--- src/rtl/cpu_types_pkg.sv ---
// Shared definitions for the instruction cache: address split and frame layout.
package cpu_types_pkg;
    localparam int IIDX_W = 4;
    localparam int ITAG_W = 32 - IIDX_W - 2;

    typedef struct packed {
        logic [ITAG_W-1:0] tag;
        logic [IIDX_W-1:0] idx;
        logic [1:0]        bytoff;
    } icachef_t;

    typedef struct packed {
        logic              valid;
        logic [ITAG_W-1:0] tag;
        logic [31:0]       data;
    } icache_frame_t;
endpackage

--- src/rtl/icache.sv ---
// Direct-mapped, one-word-per-frame instruction cache with a combinational hit path
// and a two-state refill FSM towards the memory controller.
module icache
    import cpu_types_pkg::*;
#(
    parameter int ISETS = 16
) (
    input  logic        CLK,
    input  logic        nRST,
    input  logic        imemREN,
    input  logic [31:0] imemaddr,
    input  logic        iflush,
    output logic        ihit,
    output logic [31:0] imemload,
    output logic        iREN,
    output logic [31:0] iaddr,
    input  logic        iwait,
    input  logic [31:0] iload,
    output logic [31:0] misscnt
);
    typedef enum logic {IDLE, FETCH} state_t;

    state_t        state;
    icache_frame_t frames [ISETS];
    icachef_t      req;
    icachef_t      missaddr;
    logic          hit;

    assign req  = icachef_t'(imemaddr);
    assign hit  = imemREN && (state == IDLE) && frames[req.idx].valid
                  && (frames[req.idx].tag == req.tag);
    assign ihit = hit;
    assign imemload = hit ? frames[req.idx].data : '0;
    // iREN is a register, so iaddr drops to zero with it on an asynchronous reset.
    assign iaddr = iREN ? missaddr : '0;

    always_ff @(posedge CLK or negedge nRST) begin
        if (!nRST) begin
            state    <= IDLE;
            iREN     <= 1'b0;
            misscnt  <= '0;
            missaddr <= '0;
            for (int i = 0; i < ISETS; i++) begin
                frames[i].valid <= 1'b0;
            end
        end else begin
            if (iflush) begin
                for (int i = 0; i < ISETS; i++) begin
                    frames[i].valid <= 1'b0;
                end
            end
            case (state)
                IDLE: begin
                    if (imemREN && !hit) begin
                        missaddr <= icachef_t'(req & 32'hFFFF_FFFC);
                        misscnt  <= misscnt + 32'd1;
                        iREN     <= 1'b1;
                        state    <= FETCH;
                    end
                end
                FETCH: begin
                    if (!iwait) begin
                        // A flush in the fill cycle leaves the freshly written frame invalid.
                        frames[missaddr.idx].valid <= !iflush;
                        frames[missaddr.idx].tag   <= missaddr.tag;
                        frames[missaddr.idx].data  <= iload;
                        iREN  <= 1'b0;
                        state <= IDLE;
                    end
                end
                default: begin
                    iREN  <= 1'b0;
                    state <= IDLE;
                end
            endcase
        end
    end
endmodule

--- config.mk ---
export PLATFORM = sky130hd
export DESIGN_NAME = icache
export DESIGN_NICKNAME = d
export VERILOG_FILES = /design/src/rtl/cpu_types_pkg.sv /design/src/rtl/icache.sv
export SDC_FILE = /design/constraint.sdc
export NUM_CORES = 2
export LEC_CHECK = 0
export BUFFER_PORTS_ARGS = -buffer_cell sky130_fd_sc_hd__buf_4
export CORE_ASPECT_RATIO = 0.7
export CORE_UTILIZATION = 55
export CTS_CLUSTER_DIAMETER = 200
export DETAILED_ROUTE_END_ITERATION = 10
export PLACE_DENSITY = 0.77
export SLEW_MARGIN = 20
export SYNTH_ARGS = -nofsm -noshare
export SYNTH_HDL_FRONTEND = slang
export SYNTH_SLANG_ARGS = --single-unit
--- constraint.sdc ---
create_clock -name CLK -period 3.95 [get_ports CLK]
set_input_delay 0.395 -clock CLK [delete_from_list [all_inputs] [get_ports CLK]]
set_output_delay 0.395 -clock CLK [all_outputs]
set_load 0.02 [all_outputs]
==> run_results.csv <==
group,metric,value,unit
floorplan,row_count,81,
routing,vias,19632,
synth,netlist.top_cell.by_area,"edfxtp_1",
sta,fin_crit,3.97,ns
sta,fmax,252,MHz
synth,yosys_warnings,0,
power_and_ir_drop,combinationalPowerShare,8.1,%
floorplan,initial_utilization,56.1,%
outcome,violations,"setup timing",
power_and_ir_drop,switching_share,22.7,%
synth,postSynthCellCount,1794,
synth,synth_top_area_share,70.5,%
grt,grt_max_degree,66,
synth,ys_top_cells_by_count,"edfxtp_1 (928), mux4_2 (266), dfrtp_1 (80)",
sta,finalHoldViolCount,0,
routing,routedWlPerCell,30.5,um
clock_network,cts-buffers-inserted,89,
clock_network,clk_pin_slew_worst_paths,0.06,ns
final_layout,areaGrowthSynthToFinish,16.1,%
synth,ys_seq_elements,1008,
synth,synth_ff_type,"edfxtp_1",
worst_setup_path,worstPathRequired,3.56,ns
worst_setup_path,cp-start-kind,"flip-flop",
clock_network,cts_root_buf,"clkbuf_16",
sta,worst_slack,-0.0186,ns
sta,slew_violations,0,
min_path,min_path_type,"in -> reg",
final_layout,antenna_cells,0,
grt,grt_pass1_wl,134000,um
sta,rsz0062_at_grt,"true",
sta,timing.final.crit_share,100,%
clock_network,cts_sinks,1008,
placed_design,gp_congestion,0.797,
grt,grt.overflow.total,0,
power_and_ir_drop,p_leak,15.3,nW
outcome,status,"complete, but fails checks",
routing,routed_wl,93900,um
clock_network,clkLatencyLatePin,0.66,ns
grt,track_usage,25.8,%
synth,avgSynthCellArea,22.0,sq um
routing,ant_nets,0,
clock_network,htreeDepth,3,
sta,setup_viol,6,
grt,grt_pass1_vias,20117,
placed_design,io_buffer_count,162,
power_and_ir_drop,ir_drop,331,uV
floorplan,dieWidth,322,um
synth,synth_cell_type_count,50,
synth,ys_top_cells_by_area,"edfxtp_1 (71%), mux4_2 (15%), dfrtp_1 (5.1%)",
final_layout,drive_gt1_share,34.5,%
run,drv_cap,0,
routing,drt_iter0_drc,2481,
sta,slew-limit-headroom,32.4,%
synth,synth_area,39500,sq um
floorplan,die-area,72900,sq um
sta,clock_skew,0.0246,ns
clock_network,tritoncts,"done",
final_layout,nNetsFinal,2130,
synth,ys_seq_area_share,75.6,%
synth,async_reset_ff_share,7.94,%
placed_design,place_inst,2906,
power_and_ir_drop,p_per_area,502,nW/um^2
clock_network,cts_buffer_depth,3,
worst_setup_path,timing.critical_path.to_type,"output pin",
routing,drc_errors,0,
power_and_ir_drop,power,23.0,mW
grt,antenna_found_initial,1,
floorplan,ioPinCount,167,
power_and_ir_drop,p_int,17.8,mW
routing,vias_per_cell,6.36,
floorplan,die_y,226,um
floorplan,coreArea,70400,sq um
synth,synth_edf_count,928,
power_and_ir_drop,p_clk_share,37.4,%
worst_setup_path,cp_max_fo,17,
worst_setup_path,crit_type,"reg -> out",
routing,dr.pass1.iters,7,
placed_design,dp_slack,0.0868,ns
synth,synth_most_common_cell,"edfxtp_1",
final_layout,fin_util,65.1,%
power_and_ir_drop,power_switching,5.22,mW
power_and_ir_drop,pwr-share-seq,54.5,%
sta,tightest_slew,1.01,ns
worst_setup_path,crit_arrival,3.57,ns
placed_design,hpwl,48000,um
final_layout,final-instance-count-excl-fill,3085,
what timing repair did:
item                                    4_1_cts  5_1_grt
setup buffers                                 0        2
pin swaps                                     0        8
endpoints found under the setup margin       32       33
hold endpoints to repair                     28        0
gates resized for setup                       2       44
gates cloned                                  0        2
hold buffers                                 14        0
layout make-up:
type / count / area, sq um
Clock inverter: 41 / 419
Inverter: 14 / 52.6
Clock buffer: 121 / 2450
Sequential cell: 1008 / 29900
Timing Repair Buffer: 270 / 2470
Fill cell: 4367 / 24600
Multi-Input combinational cell: 677 / 9430
Tap cell: 954 / 1190
worst paths after layout:
check                                to   startpoint  cells after the start  slack [ns]
max in group asynchronous  missaddr[23]         nRST                      3        2.54
setup / recovery           imemload[12]    flip-flop                     12       -0.02
setup reg to reg            misscnt[27]   misscnt[2]                      8        0.45
hold / removal                flip-flop    iload[26]                      1        0.03
hold reg to reg             frames[353]  frames[353]                      2        0.50
min in group asynchronous  missaddr[29]         nRST                      2        0.22
placed cells by master (no fill, tap or decap), types with 28 or more instances in the layout:
| cell | n |
|---|---|
| edfxtp_1 | 928 |
| mux4_2 | 266 |
| buf_4 | 218 |
| clkbuf_16 | 93 |
| dfrtp_1 | 80 |
| mux2i_1 | 50 |
| xnor2_1 | 35 |
| and2_1 | 32 |
| xor2_1 | 29 |
| buf_12 | 28 |
worst max-delay path, cell delays in order, from the launching register on:
cell      delay (ns)
edfxtp_1        0.37
mux4_2          0.48
a22oi_2         0.21
nand3_2         0.15
xnor2_2         0.18
buf_4           0.13
nand4_1         0.26
nor4_4          0.36
nand4b_1        0.13
buf_6           0.16
buf_12          0.17
nor2b_2         0.15
buf_4           0.15
per-layer routing:
| metal | part of all wire (%) | global-route usage [%] | up-vias |
|---|---|---|---|
| met4 | 2.1 | 6.90 | 0 |
| li1 | - | - | 7961 |
| met1 | 37 | 35.0 | 10414 |
| met3 | 9.6 | 5.86 | 164 |
| met2 | 51 | 42.7 | 1093 |
| met5 | 0 | 0 | - |
metrics by stage:
step | cell area [sq um] | TNS, ns | hold slack (ns)
after floorplan | 39500 | 0 | 0.0994
after global placement | 42600 | 0 | 0.317
after detailed placement | 42600 | 0 | 0.323
after CTS | 45600 | 0 | 0.00310
after global routing | 45900 | -3.68 | 0.0119
final | 45900 | -0.0449 | 0.0341
power groups by stage:
stage          logic, mW  registers, mW  clock network, mW
6_report            1.86           12.6               8.62
2_1_floorplan       1.03           12.7                  0
5_1_grt             1.96           12.6               9.09
4_1_cts             1.85           12.5               8.71
3_3_place_gp        1.77           12.7                  0
3_5_place_dp        1.81           12.8                  0
cells by family (layout without fill, tap and decap cells):
| family | after synthesis | after routing | share of synthesized area, % |
|---|---|---|---|
| other | 1 | 2 | 0.00949 |
| multiplexers | 351 | 351 | 17.7 |
| XOR/XNOR | 68 | 68 | 1.51 |
| buffers and inverters | 110 | 446 | 1.36 |
| AND/OR/NAND/NOR | 188 | 188 | 2.62 |
| AO/OA/AOI/OAI | 67 | 67 | 1.22 |
| adder cells (fa/ha/maj) | 1 | 1 | 0.0317 |
| flip-flops | 1008 | 1008 | 75.6 |
Power figures use the tool's default switching activity.
